File: config.mk
export PLATFORM = sky130hd
export DESIGN_NAME = swervolf_axi_mem_bist
export DESIGN_NICKNAME = d
export VERILOG_FILES = /design/src/rtl/swervolf_bist_pkg.sv /design/src/rtl/swervolf_axi_mem_bist.sv
export SDC_FILE = /design/constraint.sdc
export NUM_CORES = 1
export LEC_CHECK = 0
export BUFFER_PORTS_ARGS = -buffer_cell sky130_fd_sc_hd__buf_2
export CAP_MARGIN = 40
export CORE_MARGIN = 2
export CORE_UTILIZATION = 53
export DETAILED_ROUTE_END_ITERATION = 6
export GPL_TIMING_DRIVEN = 0
export PLACE_DENSITY = 0.83
export SYNTH_ARGS = -nofsm -noshare
export SYNTH_HDL_FRONTEND = slang
export SYNTH_SLANG_ARGS = --single-unit
File: constraint.sdc
create_clock -name clk -period 3.23 [get_ports clk]
set_input_delay 0.1615 -clock clk [delete_from_list [all_inputs] [get_ports clk]]
set_output_delay 0.1615 -clock clk [all_outputs]
set_load 0.02 [all_outputs]
File: src/rtl/swervolf_bist_pkg.sv
// Shared constants and the address-derived test pattern for the AXI RAM self-test.
package swervolf_bist_pkg;

  localparam logic [2:0] S_IDLE     = 3'd0;
  localparam logic [2:0] S_WR_ADDR  = 3'd1;
  localparam logic [2:0] S_WR_DATA  = 3'd2;
  localparam logic [2:0] S_WR_RESP  = 3'd3;
  localparam logic [2:0] S_RD_ADDR  = 3'd4;
  localparam logic [2:0] S_RD_DATA  = 3'd5;
  localparam logic [2:0] S_RD_DRAIN = 3'd6;
  localparam logic [2:0] S_DONE     = 3'd7;

  localparam logic [2:0] AXI_SIZE_8B    = 3'd3;
  localparam logic [1:0] AXI_BURST_INCR = 2'b01;
  localparam logic [1:0] AXI_RESP_OKAY  = 2'b00;

  // Upper word is the inverted address so stuck-at and aliasing faults both show up.
  function automatic logic [63:0] bist_pattern(input logic [31:0] addr);
    return {~addr, addr};
  endfunction

endpackage

File: src/rtl/swervolf_axi_mem_bist.sv
// AXI4 initiator that fills the RAM with an address pattern in INCR bursts, reads it back,
// and reports pass/fail plus the first failing byte address.
module swervolf_axi_mem_bist
  import swervolf_bist_pkg::*;
#(
  parameter int          ID_WIDTH  = 6,
  parameter logic [31:0] MEM_SIZE  = 32'h10000,
  parameter int          BURST_LEN = 8
) (
  input  logic                clk,
  input  logic                rst_n,
  input  logic                i_start,
  output logic                o_busy,
  output logic                o_done,
  output logic                o_pass,
  output logic [31:0]         o_err_addr,
  output logic [ID_WIDTH-1:0] o_awid,
  output logic [31:0]         o_awaddr,
  output logic [7:0]          o_awlen,
  output logic [2:0]          o_awsize,
  output logic [1:0]          o_awburst,
  output logic                o_awvalid,
  input  logic                i_awready,
  output logic [63:0]         o_wdata,
  output logic [7:0]          o_wstrb,
  output logic                o_wlast,
  output logic                o_wvalid,
  input  logic                i_wready,
  input  logic [ID_WIDTH-1:0] i_bid,
  input  logic [1:0]          i_bresp,
  input  logic                i_bvalid,
  output logic                o_bready,
  output logic [ID_WIDTH-1:0] o_arid,
  output logic [31:0]         o_araddr,
  output logic [7:0]          o_arlen,
  output logic [2:0]          o_arsize,
  output logic [1:0]          o_arburst,
  output logic                o_arvalid,
  input  logic                i_arready,
  input  logic [ID_WIDTH-1:0] i_rid,
  input  logic [63:0]         i_rdata,
  input  logic [1:0]          i_rresp,
  input  logic                i_rlast,
  input  logic                i_rvalid,
  output logic                o_rready
);

  localparam logic [31:0] BURST_BYTES = 32'(BURST_LEN * 8);
  localparam logic [7:0]  LAST_BEAT   = 8'(BURST_LEN - 1);

  logic [2:0]  state_q, state_d;
  logic [31:0] base_q, base_d;
  logic [31:0] addr_q, addr_d;
  logic [7:0]  beat_q, beat_d;
  logic        awvalid_q, awvalid_d;
  logic        wvalid_q, wvalid_d;
  logic [63:0] wdata_q, wdata_d;
  logic        wlast_q, wlast_d;
  logic        bready_q, bready_d;
  logic        arvalid_q, arvalid_d;
  logic        rready_q, rready_d;
  logic        busy_q, busy_d;
  logic        done_q, done_d;
  logic        pass_q, pass_d;
  logic [31:0] err_addr_q, err_addr_d;

  logic [31:0] next_base;
  logic        rd_last_beat;
  logic        rd_bad;

  assign next_base    = base_q + BURST_BYTES;
  assign rd_last_beat = (beat_q == LAST_BEAT);
  // rlast must appear exactly on the final beat; anything else is a protocol fault.
  assign rd_bad = (i_rresp != AXI_RESP_OKAY) || (i_rid != '0) ||
                  (i_rdata != bist_pattern(addr_q)) || (i_rlast != rd_last_beat);

  always_comb begin
    state_d    = state_q;
    base_d     = base_q;
    addr_d     = addr_q;
    beat_d     = beat_q;
    awvalid_d  = awvalid_q;
    wvalid_d   = wvalid_q;
    wdata_d    = wdata_q;
    wlast_d    = wlast_q;
    bready_d   = bready_q;
    arvalid_d  = arvalid_q;
    rready_d   = rready_q;
    busy_d     = busy_q;
    done_d     = done_q;
    pass_d     = pass_q;
    err_addr_d = err_addr_q;
    case (state_q)
      S_IDLE, S_DONE: if (i_start) begin
        state_d    = S_WR_ADDR;
        busy_d     = 1'b1;
        done_d     = 1'b0;
        pass_d     = 1'b0;
        err_addr_d = '0;
        base_d     = '0;
        awvalid_d  = 1'b1;
      end
      S_WR_ADDR: if (i_awready) begin
        awvalid_d = 1'b0;
        wvalid_d  = 1'b1;
        addr_d    = base_q;
        beat_d    = '0;
        wdata_d   = bist_pattern(base_q);
        wlast_d   = (LAST_BEAT == 8'd0);
        state_d   = S_WR_DATA;
      end
      S_WR_DATA: if (i_wready) begin
        if (wlast_q) begin
          wvalid_d = 1'b0;
          wlast_d  = 1'b0;
          bready_d = 1'b1;
          state_d  = S_WR_RESP;
        end else begin
          beat_d  = beat_q + 8'd1;
          addr_d  = addr_q + 32'd8;
          wdata_d = bist_pattern(addr_q + 32'd8);
          wlast_d = ((beat_q + 8'd1) == LAST_BEAT);
        end
      end
      S_WR_RESP: if (i_bvalid) begin
        bready_d = 1'b0;
        if ((i_bresp != AXI_RESP_OKAY) || (i_bid != '0)) begin
          err_addr_d = base_q;
          state_d    = S_DONE;
          busy_d     = 1'b0;
          done_d     = 1'b1;
        end else if (next_base >= MEM_SIZE) begin
          base_d    = '0;
          arvalid_d = 1'b1;
          state_d   = S_RD_ADDR;
        end else begin
          base_d    = next_base;
          awvalid_d = 1'b1;
          state_d   = S_WR_ADDR;
        end
      end
      S_RD_ADDR: if (i_arready) begin
        arvalid_d = 1'b0;
        rready_d  = 1'b1;
        addr_d    = base_q;
        beat_d    = '0;
        state_d   = S_RD_DATA;
      end
      S_RD_DATA: if (i_rvalid) begin
        if (rd_bad) begin
          err_addr_d = addr_q;
          beat_d     = beat_q + 8'd1;
          if (i_rlast || rd_last_beat) begin
            rready_d = 1'b0;
            state_d  = S_DONE;
            busy_d   = 1'b0;
            done_d   = 1'b1;
          end else begin
            state_d = S_RD_DRAIN;
          end
        end else if (rd_last_beat) begin
          rready_d = 1'b0;
          if (next_base >= MEM_SIZE) begin
            state_d = S_DONE;
            busy_d  = 1'b0;
            done_d  = 1'b1;
            pass_d  = 1'b1;
          end else begin
            base_d    = next_base;
            arvalid_d = 1'b1;
            state_d   = S_RD_ADDR;
          end
        end else begin
          beat_d = beat_q + 8'd1;
          addr_d = addr_q + 32'd8;
        end
      end
      S_RD_DRAIN: if (i_rvalid) begin
        // Swallow the rest of the failed burst so the responder is left idle.
        beat_d = beat_q + 8'd1;
        if (i_rlast || rd_last_beat) begin
          rready_d = 1'b0;
          state_d  = S_DONE;
          busy_d   = 1'b0;
          done_d   = 1'b1;
        end
      end
      default: state_d = S_IDLE;
    endcase
  end

  always_ff @(posedge clk or negedge rst_n) begin
    if (!rst_n) begin
      state_q    <= S_IDLE;
      base_q     <= '0;
      addr_q     <= '0;
      beat_q     <= '0;
      awvalid_q  <= 1'b0;
      wvalid_q   <= 1'b0;
      wdata_q    <= '0;
      wlast_q    <= 1'b0;
      bready_q   <= 1'b0;
      arvalid_q  <= 1'b0;
      rready_q   <= 1'b0;
      busy_q     <= 1'b0;
      done_q     <= 1'b0;
      pass_q     <= 1'b0;
      err_addr_q <= '0;
    end else begin
      state_q    <= state_d;
      base_q     <= base_d;
      addr_q     <= addr_d;
      beat_q     <= beat_d;
      awvalid_q  <= awvalid_d;
      wvalid_q   <= wvalid_d;
      wdata_q    <= wdata_d;
      wlast_q    <= wlast_d;
      bready_q   <= bready_d;
      arvalid_q  <= arvalid_d;
      rready_q   <= rready_d;
      busy_q     <= busy_d;
      done_q     <= done_d;
      pass_q     <= pass_d;
      err_addr_q <= err_addr_d;
    end
  end

  assign o_busy     = busy_q;
  assign o_done     = done_q;
  assign o_pass     = pass_q;
  assign o_err_addr = err_addr_q;

  assign o_awid    = '0;
  assign o_awaddr  = base_q;
  assign o_awlen   = LAST_BEAT;
  assign o_awsize  = AXI_SIZE_8B;
  assign o_awburst = AXI_BURST_INCR;
  assign o_awvalid = awvalid_q;

  assign o_wdata  = wdata_q;
  assign o_wstrb  = 8'hFF;
  assign o_wlast  = wlast_q;
  assign o_wvalid = wvalid_q;
  assign o_bready = bready_q;

  assign o_arid    = '0;
  assign o_araddr  = base_q;
  assign o_arlen   = LAST_BEAT;
  assign o_arsize  = AXI_SIZE_8B;
  assign o_arburst = AXI_BURST_INCR;
  assign o_arvalid = arvalid_q;
  assign o_rready  = rready_q;

endmodule

Word level (Yosys, flattened, before mapping) --
Cells that the tools add are included.
Storage, ports and cells: word-level logic and storage cells 195, bits in registers 180
Operators by class: mux-type cells 104, add/subtract/negate cells 3, $lt $le $gt $ge 1, eq/ne operators 34, bitwise gates (word level) 3, reductions and logical operators 35
Operators by type and width (count):
- $mux 32 | 19
- $mux 64 | 3
- $pmux 32 s3 | 2
- $pmux 32 s4 | 1
- $pmux 64 s2 | 1
- $not 32->32 | 3
- $mux 8 | 8
- $ne 64x64->1 | 1
- $mux 1 | 45
- $ne 2x2->1 const B | 20
- $pmux 8 s5 | 1
- $mux 3 | 13
- $add 32x4->32 const B | 1
- $add 32x7->32 const B | 1
- $ge 32x17->1 const B | 1
- $reduce_and 8->1 | 4
- $pmux 3 s7 | 1
- $reduce_and 6->1 | 3
- $eq 8x3->1 const B | 2
- $eq 3x3->1 const B | 4
- $reduce_and 4->1 | 3
- $reduce_bool 3->1 | 4
- $reduce_bool 6->1 | 2
- $reduce_and 10->1 | 1
- 18 further kinds | 36

Longest topological paths before layout --
word-level depth 7, depth in mapped cells 13

Worst setup path before layout --
No wires, ideal clock.
kind flip-flop to flip-flop, start point register beat_q[0], end point register addr_q[28], buffers on the path 2, path slack 394 ps, cell stages (with the launch flop) 14, clock period less this slack 2836 ps, data required time 3097 ps, setup time 133 ps, arrival 2702 ps, path through dfrtp_1 > ha_1 > and4_1 > inv_1 > ha_1 > nor4_1 > nand4_1 > nor4_2 > nand3_1 > a21o_1 > buf_2 > buf_2 > o21ai_0 > o21ai_0
On the way: cells in the longest elaborated chain, start to end 5
Ends and longest elaborated chain:
- start, declared | line swervolf_axi_mem_bist.sv:54 | logic [7:0] beat_q, beat_d;
- start signal, assigned | line swervolf_axi_mem_bist.sv:213 | beat_q <= beat_d;
- $eq 8x3->1 (*) | line swervolf_axi_mem_bist.sv:72 | assign rd_last_beat = (beat_q == LAST_BEAT);
- $ne 1x1->1 | line swervolf_axi_mem_bist.sv:75 | (i_rdata != bist_pattern(addr_q)) || (i_rlast != rd_last_beat);
- $logic_or 1x1->1 | line swervolf_axi_mem_bist.sv:75
- $ne 2x2->1 (no source line)
- $reduce_and 8->1 (no source line) (*)
- end signal, assigned | line swervolf_axi_mem_bist.sv:212 | addr_q <= addr_d;
- end, declared | line swervolf_axi_mem_bist.sv:53 | logic [31:0] addr_q, addr_d;
Every way passes the cells marked *; elsewhere a longest branch is shown, timed or not. A chain may end at the register's enable or synchronous reset.

Worst setup path after layout --
start point register beat_q[3], end point register err_addr_q[16], in the netlist o_err_addr[16]
On the way: cells in the longest elaborated chain, start to end 5
Ends and longest elaborated chain:
- $eq 8x3->1 | line swervolf_axi_mem_bist.sv:72
- $ne 1x1->1 | line swervolf_axi_mem_bist.sv:75
- $logic_or 1x1->1 | line swervolf_axi_mem_bist.sv:75
- $ne 2x2->1 (no source line)
- $reduce_and 6->1 (no source line)
- end signal, assigned | line swervolf_axi_mem_bist.sv:224 | err_addr_q <= err_addr_d;
- end, declared | line swervolf_axi_mem_bist.sv:65 | logic [31:0] err_addr_q, err_addr_d;
No other way between the ends.

==> run summary <==
================================================================================
Run status ........................................................ complete, no violations
Final hold vios ...................................................            0
Class of the tightest hold or removal check ....................... input port to flip-flop
Most used standard cell by instance count after synthesis .........      dfrtp_1
Synthesized netlist cell count ....................................         1220
Maximum clock rate ................................................      320 MHz
Power density over cell area ......................................   773 nW/µm²
Switching power total .............................................      4.68 mW
Switching Share ...................................................        46.6%
Fraction of layout instances using a drive strength above 1 .......        29.0%
Vias in the first global route ....................................         9559
Sequential Power Share ............................................        29.6%
Setup violators final .............................................            0
Count of input and output buffers .................................          245
Part of the Yosys area used for sequential elements ...............        39.7%
Critical path origin .............................................. beat_q[3]$_DFFE_PN0P_
Pin count of the biggest net entering global routing ..............           85
Worst-margin pin slew .............................................       730 ps
Initial Util ......................................................        53.9%
Gp weighted congestion ............................................         1.01
Total iterations of the first detailed-routing run ................            5
Clock transition at the registers of the reported paths ...........        70 ps
Pre-CTS worst setup slack .........................................      -365 ps
Area of the mapped netlist ........................................    10500 µm²
Total number of H-tree levels .....................................            4
Critical Path Sink Type ...........................................    flip-flop
Routed via count ..................................................        10600
Crit path kind .................................................... flip-flop to flip-flop
Final-layout worst hold slack .....................................      90.9 ps
Count of synthesis-stage warnings from yosys ......................            0
Gr usage total ....................................................        32.6%
Worst Path Max Fanout .............................................           10
Core Rows .........................................................           51
Cell area after placement .........................................    12300 µm²
Final net count ...................................................         1639
Diode insertion count for antenna repair ..........................            0
Global-route wire length before repair ............................     51800 µm
Area growth from synthesis to layout ..............................        24.2%
Die height ........................................................       144 µm
HPWL after detailed placement .....................................     26100 µm
CTS tree ..........................................................        built
Clock Tree Buf Depth ..............................................            2
Proportion of power drawn by combinational gates ..................        50.1%
Required time of the critical path ................................      3580 ps
Area of the core ..................................................    19400 µm²
Max-cap viol count ................................................            0
Post-route setup slack ............................................       103 ps
Worst Hold Launch .................................................     i_wready
CP Launch Type ....................................................    flip-flop
Total overflow reported by the global router ......................            0
Via count normalized by instance count ............................         5.82
Worst clock skew ..................................................      9.81 ps
Fraction of post-synthesis cell area in the top cell type by area .        39.7%
X dimension of the die ............................................       144 µm
Post-route DRC ....................................................            0
Most frequently used flop master after synthesis ..................      dfrtp_1
Most area-consuming cells after synthesis ......................... dfrtp_1 40%, buf_4 6.5%, nand2_1 4.2%
Internal power contribution .......................................      5.36 mW
Number of enable flip-flop cells after synthesis ..................            0
Final ANT Viol Nets ...............................................            0
Post-synthesis register bit count .................................          166
First DRT Iteration DRCs ..........................................         1231
Proportion of power drawn by the clock network ....................        20.3%
Design Area, Final ................................................    13000 µm²
Die Area ..........................................................    20900 µm²
Number of antenna violations at the first check in global routing .            0
Final min period ..................................................      3130 ps
WL final ..........................................................     34500 µm
Asr flop ratio synth ..............................................         100%
Fill cell instance count of the final layout ......................         1670
Worst skew pair latency ...........................................       440 ps
Max-slew headroom at the worst pin ................................        51.3%
Unique cell type count in the Yosys netlist .......................           80
Leakage dissipation ...............................................      6.25 nW
Post-synthesis cell type with the largest combined area ...........      dfrtp_1
Synth cell count leaders .......................................... 166 x dfrtp_1, 118 x nand2_1, 108 x nor2_1
Clock Tree Root ...................................................    clkbuf_16
Worst reg2reg path startpoint ..................................... beat_q[3]$_DFFE_PN0P_
Max-slew violation count ..........................................            0
Worst IR drop on VDD ..............................................     0.360 mV
Final Cycle Share .................................................        96.8%
Post-Syn Area per Cell ............................................     8.57 µm²
Io pins ...........................................................          304
Clock Sink Count ..................................................          166
Data arrival time of the critical path ............................      3470 ps
Routed length per instance ........................................      18.9 µm
Clock buffer count from CTS .......................................           17
================================================================================
-- area by class of cell --
| cell class | instances | area [µm²] | share of cell area [%] |
|---|---|---|---|
| tap | 265 | 332 | 2.55 |
| timing repair buffer | 251 | 1310 | 10.1 |
| clock inverter | 15 | 160 | 1.23 |
| clock buffer | 17 | 425 | 3.27 |
| sequential | 166 | 4160 | 32.0 |
| buffer | 187 | 1120 | 8.60 |
| inverter | 27 | 101 | 0.780 |
| multi-input combinational | 894 | 5390 | 41.5 |
-- worst paths after layout --
path | slack (ps) | cells after the start | to
min in group asynchronous | 300 | 2 | o_wdata[20]$_DFFE_PN0P_
max in group asynchronous | 2050 | 3 | beat_q[3]$_DFFE_PN0P_
hold reg to reg | 480 | 2 | o_wdata[21]$_DFFE_PN0P_
hold / removal | 90 | 3 | o_wdata[3]$_DFFE_PN0P_
setup reg to reg | 100 | 12 | o_err_addr[16]$_DFFE_PN0P_
setup / recovery | 100 | 12 | o_err_addr[16]$_DFFE_PN0P_
-- flip-flops by register name, summed over array words and instances, names as in the netlist, 3 cells and up --
signal	flops
o_araddr	26
beat_q	8
addr_q	30
state_q	3
o_wdata	60
o_err_addr	30
-- repair_timing --
| item | in CTS | in global routing |
|---|---|---|
| gates cloned | 0 | 0 |
| endpoints found under the hold margin | 83 | 0 |
| buffers inserted | 0 | 3 |
| pin swaps | 1 | 6 |
| gates resized for setup | 12 | 27 |
| hold buffers | 2 | 0 |
| endpoints found under the setup margin | 84 | 113 |
-- worst max-delay path: stages (launching register included) --
cell	delay (ps)
dfrtp_2	450
nor3_2	180
and4_4	260
inv_1	100
ha_4	240
nor4_2	260
nand4_1	160
nor4_4	360
nand2_2	200
o21ai_4	340
buf_2	280
nand2_1	100
o21ai_0	100
-- layout by cell type (no fill, tap or decap), drive strengths merged, types with 17 or more instances in the layout --
master / Yosys / final
o21a: 17 / 17
dfrtp: 166 / 166
and3: 17 / 17
a21o: 20 / 20
nand4: 18 / 18
nor3: 23 / 23
nand3: 29 / 29
xor2: 30 / 30
conb: 2 / 58
xnor2: 36 / 36
nand2b: 19 / 19
and2: 25 / 25
nor2: 108 / 108
o21ai: 86 / 86
inv: 27 / 36
a22oi: 36 / 36
clkbuf: 61 / 77
a21oi: 55 / 55
nand2: 118 / 118
buf: 128 / 376
-- logic make-up (layout without fill, tap and decap cells) --
kind of cell	after synthesis	count (layout)	synth area share, %
and+or+nand+nor	430	430	20.9
AOI/OAI and AO/OA	325	325	20.6
buffers and inverters	216	497	11.5
DFF	166	166	39.7
xor gates and xnor gates	66	66	5.53
muxes	8	8	0.813
adders and majority gates	7	7	0.813
other	2	58	0.0718
-- power by group through the flow --
| stage | Combinational [mW] | Clock (mW) | Sequential, mW |
|---|---|---|---|
| finish | 5.03 | 2.04 | 2.97 |
| global placement | 4.72 | 0 | 2.98 |
| CTS | 4.88 | 2.05 | 2.95 |
| detailed placement | 4.82 | 0 | 2.99 |
| floorplan | 2.81 | 0 | 3.40 |
| global route | 5.45 | 2.14 | 3.02 |
-- stage by stage --
| stage | util (%) | total power [mW] | setup TNS [ps] | std cells |
|---|---|---|---|---|
| floorplan | - | 6.21 | 0 | 1276 |
| global placement | 63.0 | 7.70 | -94520 | 1786 |
| finish | 67.0 | 10.0 | 0 | 1822 |
| CTS | 66.5 | 9.87 | 0 | 1821 |
| global route | 67.0 | 10.6 | -46.9 | 1822 |
| detailed placement | 63.2 | 7.81 | -12910 | 1787 |
-- layer usage --
layer / global-route usage [%] / wire length [µm] / vias to the layer above
li1: - / - / 4815
met1: 43.7 / 13700 / 5021
met2: 53.1 / 16000 / 681
met3: 6.89 / 3740 / 87
met4: 9.96 / 1060 / 0
met5: 0 / 0 / -
Power figures use the tool's default switching activity.
